`config.mk`:
```
export PLATFORM = sky130hd
export DESIGN_NAME = switch_box_connector_pipe
export DESIGN_NICKNAME = d
export VERILOG_FILES = /design/src/rtl/switch_box_connector_pipe.sv
export SDC_FILE = /design/constraint.sdc
export NUM_CORES = 1
export LEC_CHECK = 0
export ABC_AREA = 1
export CAP_MARGIN = 20
export CORE_ASPECT_RATIO = 1.1
export CORE_MARGIN = 2
export CORE_UTILIZATION = 40
export DETAILED_ROUTE_END_ITERATION = 8
export MAX_ROUTING_LAYER = met4
export PLACE_DENSITY = 0.71
export REMOVE_ABC_BUFFERS = 1
export SYNTH_ARGS = -nofsm -noshare
export SYNTH_HDL_FRONTEND = slang
export SYNTH_SLANG_ARGS = --single-unit
```
`constraint.sdc`:
```
create_clock -name clk -period 3.8 [get_ports clk]
set_input_delay 1.14 -clock clk [delete_from_list [all_inputs] [get_ports clk]]
set_output_delay 1.14 -clock clk [all_outputs]
set_load 0.1 [all_outputs]
```
`src/rtl/switch_box_connector_pipe.sv`:
```
// Bidirectional switch-box connector between a W0-wide and a W1-wide routing bus.
// The rotation offsets and output masks are loaded through a serial shadow chain and committed by cfg_load.
module switch_box_connector_pipe #(
  parameter int W0   = 3,
  parameter int W1   = 10,
  parameter int PIPE = 1
) (
  input  logic          clk,
  input  logic          rst_n,
  input  logic [W0-1:0] data0_in,
  input  logic [W1-1:0] data1_in,
  output logic [W0-1:0] data0_out,
  output logic [W1-1:0] data1_out,
  input  logic          cfg_en,
  input  logic          cfg_in,
  input  logic          cfg_load,
  output logic          cfg_out
);

  localparam int C0 = (W1 > 1) ? $clog2(W1) : 1;
  localparam int C1 = (W0 > 1) ? $clog2(W0) : 1;
  localparam int L  = C0 + C1 + W0 + W1;

  // The field order matches the chain: off0 sits at the MSB end and mask1 at the LSB end.
  typedef struct packed {
    logic [C0-1:0] off0;
    logic [C1-1:0] off1;
    logic [W0-1:0] mask0;
    logic [W1-1:0] mask1;
  } cfg_t;

  localparam cfg_t CFG_RST = '{off0: '0, off1: '0, mask0: '1, mask1: '1};

  cfg_t shadow_q, shadow_d;
  cfg_t active_q, active_d;

  // NOTE: give every always_comb output a default first. A path that leaves an output unassigned infers a latch.
  always_comb begin
    shadow_d = shadow_q;
    active_d = active_q;
    // The load takes the pre-shift shadow, so a shift in the same cycle does not affect it.
    if (cfg_load) begin
      active_d      = shadow_q;
      active_d.off0 = C0'(32'(shadow_q.off0) % W1);
      active_d.off1 = C1'(32'(shadow_q.off1) % W0);
    end
    if (cfg_en) begin
      shadow_d = cfg_t'({shadow_q[L-2:0], cfg_in});
    end
  end

  // NOTE: use non-blocking assignments for state. Then every flop samples the values from before the edge.
  always_ff @(posedge clk or negedge rst_n) begin
    if (!rst_n) begin
      shadow_q <= CFG_RST;
      active_q <= CFG_RST;
    end else begin
      shadow_q <= shadow_d;
      active_q <= active_d;
    end
  end

  assign cfg_out = shadow_q[L-1];

  logic [W0-1:0] m0;
  logic [W1-1:0] m1;

  // Rotated selection. The offsets are already reduced, so the source index is a compare over the source lanes.
  always_comb begin
    m0 = '0;
    m1 = '0;
    for (int k = 0; k < W0; k++) begin
      for (int j = 0; j < W1; j++) begin
        if (((k + int'(active_q.off0)) % W1) == j) begin
          m0[k] = active_q.mask0[k] & data1_in[j];
        end
      end
    end
    for (int k = 0; k < W1; k++) begin
      for (int j = 0; j < W0; j++) begin
        if (((k + int'(active_q.off1)) % W0) == j) begin
          m1[k] = active_q.mask1[k] & data0_in[j];
        end
      end
    end
  end

  if (PIPE == 0) begin : g_comb
    assign data0_out = m0;
    assign data1_out = m1;
  end else begin : g_pipe
    logic [W0-1:0] pipe0_q [PIPE];
    logic [W0-1:0] pipe0_d [PIPE];
    logic [W1-1:0] pipe1_q [PIPE];
    logic [W1-1:0] pipe1_d [PIPE];

    always_comb begin
      pipe0_d[0] = m0;
      pipe1_d[0] = m1;
      for (int i = 1; i < PIPE; i++) begin
        pipe0_d[i] = pipe0_q[i-1];
        pipe1_d[i] = pipe1_q[i-1];
      end
    end

    // NOTE: the pipeline stages are reset even though they only carry data. The outputs must read 0 while rst_n is low.
    always_ff @(posedge clk or negedge rst_n) begin
      if (!rst_n) begin
        for (int i = 0; i < PIPE; i++) begin
          pipe0_q[i] <= '0;
          pipe1_q[i] <= '0;
        end
      end else begin
        for (int i = 0; i < PIPE; i++) begin
          pipe0_q[i] <= pipe0_d[i];
          pipe1_q[i] <= pipe1_d[i];
        end
      end
    end

    assign data0_out = pipe0_q[PIPE-1];
    assign data1_out = pipe1_q[PIPE-1];
  end

endmodule
```
==> results.tsv <==
stage	metric	value	unit
placement	hpwlAfterDp	5560	um
worst_setup_path	startpoint	active_q[16]$_DFFE_PN0P_	
timing	slew_headroom	0.482	
floorplanning	rows	34	
synthesis	ys_types	41	
clocking	cts_tree	done	
placement	place_inst	571	
power	leakage	0.00195	uW
floorplanning	initial_core_util	0.415	
layout	nFillCells	793	
route	post_drt_via_cell_ratio	4.95	
timing	period_share	0.807	
layout	nets	506	
timing	tightest_slew	0.775	ns
timing	finalSetupViolCount	0	
route	drc_errors	0	
timing	fin_setup_tns	0	ns
min_path	min_path_type	flop to flop	
route	ant_nets	0	
synthesis	synth_enable_flop_cells	0	
placement	gp_congestion	0.859	
layout	fin_area	3770	um2
power	p_sw	1060	uW
layout	diodes	0	
worst_setup_path	worstSetupPathType	flop to flop	
route	vias	2864	
worst_setup_path	cp.required	4.06	ns
placement	portBuffers	31	
worst_setup_path	r2r_end	data0_out[2]$_DFF_PN0_	
synthesis	synth-warning-count	0	
worst_setup_path	end_kind	flop	
power	p_seq_frac	0.339	
clocking	htreeDepth	2	
worst_setup_path	r2r_slack	0.73	ns
worst_setup_path	worstPathMaxFanout	11	
placement	placed_area	3680	um2
clocking	cts.repair.resized	0	
worst_setup_path	cp-endpoint	data0_out[2]$_DFF_PN0_	
outcome	status	finished, final reports clean	
timing	hold_violations	0	
synthesis	syn_area_per_cell	7.48	um2
global_route	grt_pass1_vias	2792	
timing	rsz0062_at_grt	no	
floorplanning	io_pins	32	
layout	fin_cells	579	
clocking	cts_buffers	5	
power	vdd_drop_max	0.000284	V
power	internal_power	1130	uW
min_path	hold_depth	2	
worst_setup_path	r2r-start	active_q[16]$_DFFE_PN0P_	
clocking	cts_buffer_depth	2	
global_route	grt_first_pass_wirelength	12600	um
power	power_density	582	nW/um2
flow_run	maxCapViolCount	0	
synthesis	yosys_most_used_dff	dfstp_2	
floorplanning	core_area	7960	um2
clocking	clk_latency	0.32	ns
power	p_comb_frac	0.509	
clocking	ctsHoldBuffers	0	
timing	max_freq	326	MHz
clocking	cts_root_buffer	clkbuf_8	
global_route	antenna_found_initial	0	
route	drt_iter0_markers	164	
route	drt_first_pass_iters	6	
synthesis	synth-seq-area-share	0.397	
global_route	track_usage	0.175	
global_route	grt-ovfl-total	0	
timing	maxSlewViolCount	0	
floorplanning	dieHeight	99.3	um
power	swShare	0.485	
synthesis	synth-async-reset-ratio	1.00	
route	wl_per_cell	12.6	um
power	clockPowerShare	0.153	
clocking	postCtsSetupBuffers	0	
synthesis	synth_cells	441	
synthesis	ys_ff_latch	51	
route	drt-total-wl	7290	um
clocking	clkTransAtPathRegs	0.11	ns
worst_setup_path	start_kind	flop	
layout	syn2layout_area_growth	14.2	%
timing	skew	0.0127	ns
timing	fin_crit	3.07	ns
floorplanning	dieArea	8990	um2
synthesis	syn_area	3300	um2
worst_setup_path	cp.arrival	3.33	ns
clocking	clkSinkCount	51	
floorplanning	die_width	90.6	um
worst_setup_path	r2r_cells	16	
min_path	holdCritStartpoint	shadow_q[3]$_DFFE_PN1P_	
layout	drive_gt1_frac	0.172	
global_route	grt_max_degree	35	
worst min-delay path by stage:
| stage | endpoint | slack (ns) |
|---|---|---|
| CTS | active_q[3]$_DFFE_PN1P_ | 0.49 |
| detailed placement | active_q[3]$_DFFE_PN1P_ | 0.47 |
| global placement | cfg_out$_DFFE_PN0P_ | 0.46 |
| global route | active_q[5]$_DFFE_PN1P_ | 0.51 |
| finish | active_q[3]$_DFFE_PN1P_ | 0.48 |
| floorplan | cfg_out$_DFFE_PN0P_ | 0.45 |
layout by cell type, fill, tap and decap left out, drive strengths merged, types with 2 or more instances in the layout:
| cell type | n |
|---|---|
| nand2 | 126 |
| inv | 70 |
| o21ai | 42 |
| nor2 | 35 |
| dfstp | 26 |
| dfrtp | 25 |
| nand3 | 23 |
| a21oi | 20 |
| ha | 18 |
| buf | 18 |
| clkdlybuf4s50 | 16 |
| nor3 | 12 |
| nand4 | 10 |
| a31oi | 5 |
| clkbuf | 5 |
| mux2 | 3 |
| o211ai | 2 |
| a21boi | 2 |
| nand3b | 2 |
registers in the layout, indices dropped and copies added, names as in the netlist:
register   cells
active_q      19
cfg_out        1
data0_out      3
data1_out     10
shadow_q      18
cell usage after synthesis (all sizes together), types with 2 or more instances:
cell / instances / share of area
a21boi: 2 / 0.0045
a21oi: 20 / 0.033
a31oi: 5 / 0.0095
buf: 3 / 0.0057
clkbuf: 9 / 0.010
dfrtp: 25 / 0.19
dfstp: 26 / 0.21
ha: 18 / 0.068
inv: 69 / 0.078
mux2: 3 / 0.010
nand2: 126 / 0.15
nand3: 23 / 0.040
nand3b: 2 / 0.0057
nand4: 10 / 0.024
nor2: 35 / 0.049
nor3: 12 / 0.018
o211ai: 2 / 0.0045
o21ai: 42 / 0.065
stage by stage:
| stage | utilization | total power (uW) | setup slack, ns | hold slack, ns |
|---|---|---|---|---|
| 2_1_floorplan | - | 1600 | 1.05 | 0.447 |
| 3_3_place_gp | 0.462 | 1830 | 0.856 | 0.461 |
| 3_5_place_dp | 0.462 | 1860 | 0.751 | 0.471 |
| 4_1_cts | 0.474 | 2200 | 0.740 | 0.487 |
| 5_1_grt | 0.474 | 2360 | 0.404 | 0.509 |
| 6_report | 0.474 | 2190 | 0.734 | 0.484 |
final cells by class:
class | instances | area (um2) | share of cell area
clock buffers | 5 | 68.8 | 0.0183
repair buffers | 34 | 293 | 0.0777
well taps | 108 | 135 | 0.0359
multi-input cells | 309 | 1680 | 0.446
clock inverters | 3 | 23.8 | 0.00631
inverters | 69 | 259 | 0.0687
flip-flops and latches | 51 | 1310 | 0.347
critical path, cell delays in order, from the launching register on:
cell and delay [ns]:
dfrtp_1 0.57, inv_2 0.20, ha_1 0.43, inv_1 0.16, nand2_1 0.09, ha_1 0.31
o21ai_2 0.20, nand2_1 0.11, nor2_4 0.16, nand3_4 0.14, nand2_2 0.10, nand2_2 0.08
o21ai_1 0.12, nand2_1 0.06, nor2_1 0.08, nand3_1 0.08, a21oi_2 0.11
power by group through the flow:
stage,registers [uW],clock network (uW),logic (uW)
2_1_floorplan,979,0,617
3_3_place_gp,750,0,1080
3_5_place_dp,752,0,1110
4_1_cts,743,341,1120
5_1_grt,757,360,1250
6_report,743,335,1110
cell families (layout without fill, tap and decap cells):
logic type	count (synthesis)	in the layout	share of synthesized area
buffers and inverters	81	111	0.0944
adders and majority gates	18	18	0.0682
AOI/OAI and AO/OA	78	78	0.136
xor gates and xnor gates	1	1	0.00265
DFF	51	51	0.397
muxes	3	3	0.0102
and+or+nand+nor	209	209	0.292
routing by layer:
layer / vias up / wire (um) / track usage
li1: 1476 / - / -
met1: 1312 / 3210 / 0.199
met2: 60 / 3670 / 0.314
met3: 16 / 270 / 0.0311
met4: 0 / 133 / 0.0556
met5: - / 0 / -
Power figures use the tool's default switching activity.
